## config.mk

```make
export PLATFORM = sky130hd
export DESIGN_NAME = priority_arbiter_rr
export DESIGN_NICKNAME = d
export VERILOG_FILES = /design/src/rtl/priority_arbiter_rr.sv
export SDC_FILE = /design/constraint.sdc
export NUM_CORES = 1
export LEC_CHECK = 0
export CAP_MARGIN = 20
export CORE_MARGIN = 5
export CORE_UTILIZATION = 48
export DETAILED_ROUTE_END_ITERATION = 12
export GPL_TIMING_DRIVEN = 0
export PLACE_DENSITY_LB_ADDON = 0.25
export SLEW_MARGIN = 25
export SYNTH_ARGS = -nofsm -noshare
export SYNTH_HDL_FRONTEND = slang
export SYNTH_SLANG_ARGS = --single-unit
```

## constraint.sdc

```tcl
create_clock -name clk -period 9.5 [get_ports clk]
set_clock_uncertainty 0.2 [all_clocks]
set_input_delay 1.9 -clock clk [delete_from_list [all_inputs] [get_ports clk]]
set_output_delay 1.9 -clock clk [all_outputs]
set_load 0.01 [all_outputs]
```

## src/rtl/priority_arbiter_rr.sv

```systemverilog
// priority_arbiter_rr
// Sticky-request arbiter with a registered grant and a ready/valid handshake.
// mode = 0 selects the highest-index candidate; mode = 1 rotates downward
// starting just below the most recent grant. Requests that are not granted
// stay in the pending register until they win.

module priority_arbiter_rr #(
  parameter int N  = 8,
  localparam int IW = $clog2(N)
) (
  input  logic          clk,
  input  logic          rst_n,
  input  logic [N-1:0]  req,
  input  logic          mode,
  input  logic          out_ready,
  output logic          out_valid,
  output logic [IW-1:0] out_idx,
  output logic [N-1:0]  pending
);

  // Returns {found, index} of the winning candidate. The loop visits
  // positions from lowest to highest priority, so the last hit wins.
  function automatic logic [IW:0] pick_winner(
    input logic [N-1:0]  cand,
    input logic          rr,
    input logic [IW-1:0] last
  );
    logic [IW:0] res;
    int          pos;
    res = '0;
    for (int k = N - 1; k >= 0; k--) begin
      if (rr) begin
        // k = 0 is (last - 1) mod N, the first position of the downward search
        pos = (int'(last) + 2 * N - 1 - k) % N;
      end else begin
        // k = 0 is N-1, the highest index
        pos = N - 1 - k;
      end
      if (cand[pos]) begin
        res = {1'b1, pos[IW-1:0]};
      end else begin
        res = res;
      end
    end
    return res;
  endfunction

  logic          out_valid_r;
  logic [IW-1:0] out_idx_r;
  logic [N-1:0]  pending_r;
  logic [IW-1:0] last_r;

  logic [N-1:0]  cand_s;
  logic          load_s;
  logic [IW:0]   pick_s;
  logic          win_found_s;
  logic [IW-1:0] win_idx_s;
  logic [N-1:0]  win_onehot_s;

  // Candidate set, load enable and winner selection for the coming edge
  always_comb begin
    cand_s       = pending_r | req;
    load_s       = (~out_valid_r) | out_ready;
    pick_s       = pick_winner(cand_s, mode, last_r);
    win_found_s  = pick_s[IW];
    win_idx_s    = pick_s[IW-1:0];
    win_onehot_s = '0;
    if (win_found_s) begin
      win_onehot_s[win_idx_s] = 1'b1;
    end else begin
      win_onehot_s = '0;
    end
  end

  // Grant, pending and last-grant registers
  always_ff @(posedge clk or negedge rst_n) begin
    if (!rst_n) begin
      out_valid_r <= 1'b0;
      out_idx_r   <= '0;
      pending_r   <= '0;
      last_r      <= '0;
    end else if (load_s) begin
      if (win_found_s) begin
        out_valid_r <= 1'b1;
        out_idx_r   <= win_idx_s;
        pending_r   <= cand_s & ~win_onehot_s;
        last_r      <= win_idx_s;
      end else begin
        // nothing to grant: drop valid, keep the last index on the bus
        out_valid_r <= 1'b0;
        out_idx_r   <= out_idx_r;
        pending_r   <= '0;
        last_r      <= last_r;
      end
    end else begin
      // grant held under backpressure; new requests (including a
      // re-request of the held channel) accumulate in pending
      out_valid_r <= out_valid_r;
      out_idx_r   <= out_idx_r;
      pending_r   <= cand_s;
      last_r      <= last_r;
    end
  end

  assign out_valid = out_valid_r;
  assign out_idx   = out_idx_r;
  assign pending   = pending_r;

endmodule

```

Word level (Yosys, flattened, before mapping)
Cells that the tools add are included.

storage, ports and cells
  output and inout bits = 12
  ROM bits = 0
  memories kept = 0
  bits of input ports = 12
  logic and storage cells = 91
  register bits = 12
  latch bits = 0
  RAM bits = 0

cells by class
  order comparisons = 10
  bitwise operators = 13
  $mul = 0
  reduce and logical (&&, ||, !) cells = 10
  multiplexer cells = 46
  divide/modulo/power cells = 0
  equal/unequal tests = 0
  $add $sub $neg = 9
  shift-type cells = 0

operators with widths
  operator                 number
  $lt A32 B5 Y1 const B    8
  $mux W32                 8
  $sub A32 B4 Y32 const B  4
  $sub A32 B3 Y32 const B  2
  $mux W4                  8
  $sub A32 B2 Y32 const B  1
  $bmux W1 S3              8
  $mux W8                  3
  $reduce_or A3 Y1         8
  $mux W1                  18
  $and A1 B1 Y1            8
  $and A8 B8 Y8            1
  $not A8 Y8               1
  $or A8 B8 Y8             1
  $sub A6 B1 Y7 const B    1
  $add A3 B5 Y6 const B    1
  $lt A3 B4 Y1 const B     1
  $demux W1 S3             1
  $ge A3 B1 Y1 const B     1
  $reduce_and A2 Y1        1
  $logic_and A1 B1 Y1      1
  $not A1 Y1               1
  $or A1 B1 Y1             1

Logic depth before layout (Yosys ltp)
Gate-level depths: netlist (run 1).

  depth in word-level cells = 26
  depth in mapped cells = 11

Worst setup path after synthesis (run 1)
No wires, ideal clock.

  path kind = in2reg
  start = in mode
  end = reg last_r[2]
  buffers on the path = 3
  path slack = 5.088 ns
  library setup time = 0.128 ns
  arrival = 4.084 ns
  required time = 9.172 ns
  stages on the path = 9
  cell sequence = buf_2 > buf_1 > and2_1 > buf_6 > mux2i_4 > mux2i_1 > or4_1 > o31a_1 > mux2_1

between the ends
  word-level cells in the longest chain between the ends = 13
  elaborated cells on any way between the ends = 41
  classes of those cells = mux (40); reduce/logical (1)

RTL lines
  element                                     line  source
  from (decl)                                 14    input logic mode,
  $mux W32                                    32    if (rr) begin
  $bmux W1 S3                                 39    if (cand[pos]) begin
  $mux W1 (implied by the code) (2 in a row)  39
  $mux W4 (7 in a row)                        39
  $mux W4 (*)                                 39
  $reduce_and A2 Y1 (no line)                 -
  to (signal assigned)                        87    last_r <= win_idx_s;
  to (signal assigned)                        93    last_r <= last_r;
  to (signal assigned)                        101   last_r <= last_r;
  to (decl)                                   51    logic [IW-1:0] last_r;

Mark *: on every way between the ends. The rest lies on a longest branch, timed or not. The select of a mux whose other input is x is not followed.
A chain may end at the register's enable or synchronous reset.

Final worst setup path (run 1)
  start = in mode
  end = reg pending_r[5] (netlist: pending[5])

between the ends
  word-level cells in the longest chain between the ends = 21
  elaborated cells on any way between the ends = 50
  classes of those cells = order compare (2); mux (45); bitwise (2); reduce/logical (1)

RTL lines
  element                                                             line  source
  $mux W32                                                            32
  $bmux W1 S3                                                         39
  $mux W1 (implied by the code) (2 in a row)                          39
  $mux W4 (7 in a row)                                                39
  $mux W4 (*)                                                         39
  $lt A3 B4 Y1 (implied by the code) or $ge A3 B1 Y1 (tied branches)  69    win_onehot_s[win_idx_s] = 1'b1;
  $logic_and A1 B1 Y1 (implied by the code)                           69
  $mux W1 (implied by the code)                                       69
  $demux W1 S3                                                        69
  $mux W8                                                             68    if (win_found_s) begin
  $not A8 Y8                                                          86    pending_r <= cand_s & ~win_onehot_s;
  $and A8 B8 Y8                                                       86
  $mux W8 (*)                                                         83    if (win_found_s) begin
  $mux W8 (*)                                                         82    end else if (load_s) begin
  to (signal assigned)                                                86
  to (signal assigned)                                                100   pending_r <= cand_s;
  to (decl)                                                           50    logic [N-1:0] pending_r;

Marked as above.

==> impl_metrics.toml, run 1 <==
[run_status]
outcome = "finished, final reports clean"

[critical_path]
cp_top_family = "compound AO/OA/AOI/OAI gates"
timing.rr.end = "last_r[2]"
worstPathCellList = "clkdlybuf4s50_1, buf_2, buf_1, a211oi_1, a221oi_1, nor2_1, o211a_1, a211o_1, a21oi_1, a41oi_1"
rrSetupSlack_ns = 5.33
worst-endpoint-arrival_ns = 5.10
critical_path_buf_inv_count = 3
timing.critical_path.slowest_cell_delay_ns = 0.56
end_kind = "flop"
timing.setup.critical_path_class = "in2reg"
worst_path_max_delay_cell = "sky130_fd_sc_hd__clkdlybuf4s50_1"
critical_path.startpoint_type = "primary input"
worst-endpoint-required_ns = 9.43
crit_fanout = 10
crit-reg2reg-launch = "last_r[0]"
ff2ff_path_depth = 10

[power_and_ir_drop]
power_switching_uw = 343.5
proportion_of_power_drawn_by_flip_flops_and_latches_pct = 13.2
power.share.clock_pct = 6.2
report.power.total_uw = 665.0
comb_power_share_pct = 80.5
power_density_nw_per_um2 = 374.8
total_leakage_power_nw = 0.6957
power_switching_share_pct = 51.66
p_int_uw = 321.5
ir_drop_mv = 0.1627

[logic_synthesis]
ys.flop_type = "sky130_fd_sc_hd__dfrtp_1"
synth.area.top_cells = "sky130_fd_sc_hd__dfrtp_1, sky130_fd_sc_hd__mux2i_1, sky130_fd_sc_hd__a211oi_1"
synth-seq-cells = 12
synth_edf_count = 0
synth_largest_type_area_fraction_pct = 20.48
synth_nets = 172
synth.top_cells.by_count = "sky130_fd_sc_hd__a211oi_1, sky130_fd_sc_hd__a21oi_1, sky130_fd_sc_hd__dfrtp_1, sky130_fd_sc_hd__nor2_1, sky130_fd_sc_hd__nand2_1"
syn_avg_cell_area_um2 = 9.281
synthesis.yosys.warnings = 0
post_synth_num_cell_types = 54
syn_inst = 158
synth-seq-area-share_pct = 20.48
async_flop_share_pct = 100.0
syn-cell-area_um2 = 1466
synth_area_leader_cell = "sky130_fd_sc_hd__dfrtp_1"

[clocking]
clk-insertion-delay-late_ns = 0.28
holdBufCountCts = 0
cts_sinks = 12
clock_tree.buffer_depth = 2
postCtsSetupBuffers = 0
numCtsBuffers = 3
path_clk_slew_ns = 0.08
htreeDepth = 1
clock_tree_from_tritoncts = "done"
clock_tree_root_buffer_cell = "sky130_fd_sc_hd__clkbuf_4"
cts_resized = 0

[timing]
grt_setup_unrepaired = "false"
setup_viol = 0
min_period_over_period_pct = 54.35
maxSlewHeadroom_pct = 37.68
totalNegativeSetupSlack_ns = 0
timing_max_transition_violations_final = 0
max_freq_ghz = 0.1937
final_critical_path_time_including_i_o_delays_and_setup_ns = 5.164
final_hold_viol_count = 0
worstMarginPinSlew_ns = 0.9325

[global_route]
grt.overflow.total = 0
antenna_found_initial = 0
first_global_vias = 1631
global_route.peak_usage_layer = "met2"
global_route.usage.met1_pct = 29.21
global_route.usage.met2_pct = 39.95
grt_pass1_wl_um = 7734
grt_util_met3_pct = 2.906
grt_max_degree = 13
global_route.usage.total_pct = 23.30

[flow_run]
max_cap_viol_count = 0

[worst_hold_path]
holdCritPathClass = "reg2reg"
timing.hold.worst.start = "last_r[1]"
min_delay_path_depth = 2
min_delay_worst_endpoint = "last_r[1]"

[floorplan]
die_height_um = 65.27
die_area_um2 = 4260
ios = 24
core_area_um2 = 3003
core.rowCount = 20
initial_util_pct = 48.83
die_w_um = 65.27

[cells_and_area]
nets = 200
drive_gt1_share_pct = 15.14
antenna-diode-count = 0
fillCellCount = 267
synthToLayoutAreaGrowth_pct = 20.99

[routing]
vias = 1559
firstDrtPassIters = 4
detail_route.vias_per_cell = 7.151
route.detailed.wl_per_inst_um = 21.21
drt_drc_violations_left = 0
routed_wl_um = 4623
drt-initial-drc-count = 153
antenna_left = 0

[placed_design]
port_buffers = 23
gp_routability_congestion = 0.9038
detailed_place_hpwl_um = 3609
-- power groups by stage --
stage / sequential (mW) / clock (mW) / combinational (mW)
floorplan: 0.0926 / 0 / 0.381
global placement: 0.0874 / 0 / 0.507
detailed placement: 0.0884 / 0 / 0.518
CTS: 0.0875 / 0.0425 / 0.521
global route: 0.0910 / 0.0448 / 0.570
finish: 0.0881 / 0.0415 / 0.535
-- metal layers --
| layer | vias to the layer above | part of all wire [%] |
|---|---|---|
| met5 | - | 0 |
| met4 | 0 | 2.1 |
| met3 | 9 | 7.2 |
| met2 | 90 | 50 |
| met1 | 761 | 41 |
| li1 | 699 | - |
-- through the flow --
step | instance area (um2) | util, % | hold WS [ns] | std cells | setup slack (ns)
CTS | 1774 | 59.08 | 0.3797 | 218 | 4.464
finish | 1774 | 59.08 | 0.3794 | 218 | 4.336
global route | 1774 | 59.08 | 0.4544 | 218 | 4.180
detailed placement | 1738 | 57.88 | 0.3595 | 214 | 4.170
floorplan | 1466 | - | 0.3878 | 158 | 5.088
global placement | 1738 | 57.88 | 0.3585 | 214 | 4.231
-- cells by family after synthesis --
kind of cell,after synthesis,share of synthesized area [%]
compound gates,67,34.47
xor+xnor,4,3.840
fa+ha+maj,2,1.706
buf+inv,11,3.668
flops,12,20.48
mux,26,24.15
simple gates,36,11.69
-- worst max path at each step --
stage / startpoint / endpoint / slack (ns) / cells past startpoint
after floorplan: mode / last_r[2] / 5.09 / 9
after CTS: mode / pending[0] / 4.46 / 9
after global placement: mode / pending[2] / 4.23 / 9
after detailed placement: mode / pending[0] / 4.17 / 9
final: mode / pending[5] / 4.34 / 10
after global routing: mode / pending[0] / 4.18 / 9
-- area by class of cell --
class | count | area [um2] | share of cell area, %
clock buffer | 4 | 36.28 | 2.045
sequential | 12 | 300.3 | 16.93
timing repair buffer | 23 | 230.2 | 12.98
buffer | 7 | 38.79 | 2.186
multi-input combinational | 135 | 1112 | 62.69
inverter | 4 | 15.01 | 0.8463
tap | 33 | 41.29 | 2.327
-- registers in the layout, summed over array words and instances (netlist names) --
signal     cells
out_valid      1
last_r         3
pending        8
-- worst register-to-register path: stages (launching register included) --
cell                      delay [ns]
sky130_fd_sc_hd__dfrtp_1        0.50
sky130_fd_sc_hd__buf_2          0.30
sky130_fd_sc_hd__inv_1          0.11
sky130_fd_sc_hd__ha_1           0.40
sky130_fd_sc_hd__and2_1         0.27
sky130_fd_sc_hd__mux2i_2        0.47
sky130_fd_sc_hd__mux2_2         0.42
sky130_fd_sc_hd__or2_2          0.31
sky130_fd_sc_hd__or4_1          0.44
sky130_fd_sc_hd__o31a_1         0.32
sky130_fd_sc_hd__mux2_1         0.33
-- placed cells by master (no fill, tap or decap), types with 8 or more instances in the layout --
| cell type | n |
|---|---|
| sky130_fd_sc_hd__mux2i_1 | 9 |
| sky130_fd_sc_hd__a211oi_1 | 12 |
| sky130_fd_sc_hd__nor2_1 | 12 |
| sky130_fd_sc_hd__nand2_1 | 10 |
| sky130_fd_sc_hd__mux2_2 | 8 |
| sky130_fd_sc_hd__dfrtp_1 | 12 |
| sky130_fd_sc_hd__a21oi_1 | 12 |
| sky130_fd_sc_hd__clkdlybuf4s50_1 | 23 |
(Power assumes the default switching activity.)
==> inputs of run 2 (changes only) <==
Clock period 9.5 ns to 4.7 ns, I/O delays scaled along.
==> results of run 2 <==
The final DEF is identical to that of run 1. Status: finished, final reports clean.
Main changes from that run: setup slack after placement 4.170 ns -> 0.3300 ns; setup slack after layout 4.336 ns -> 0.4963 ns; register-to-register setup slack 5.33 ns -> 0.53 ns; total power 0.6650 mW -> 1.344 mW; worst IR drop on VDD 0.1627 mV -> 0.3289 mV
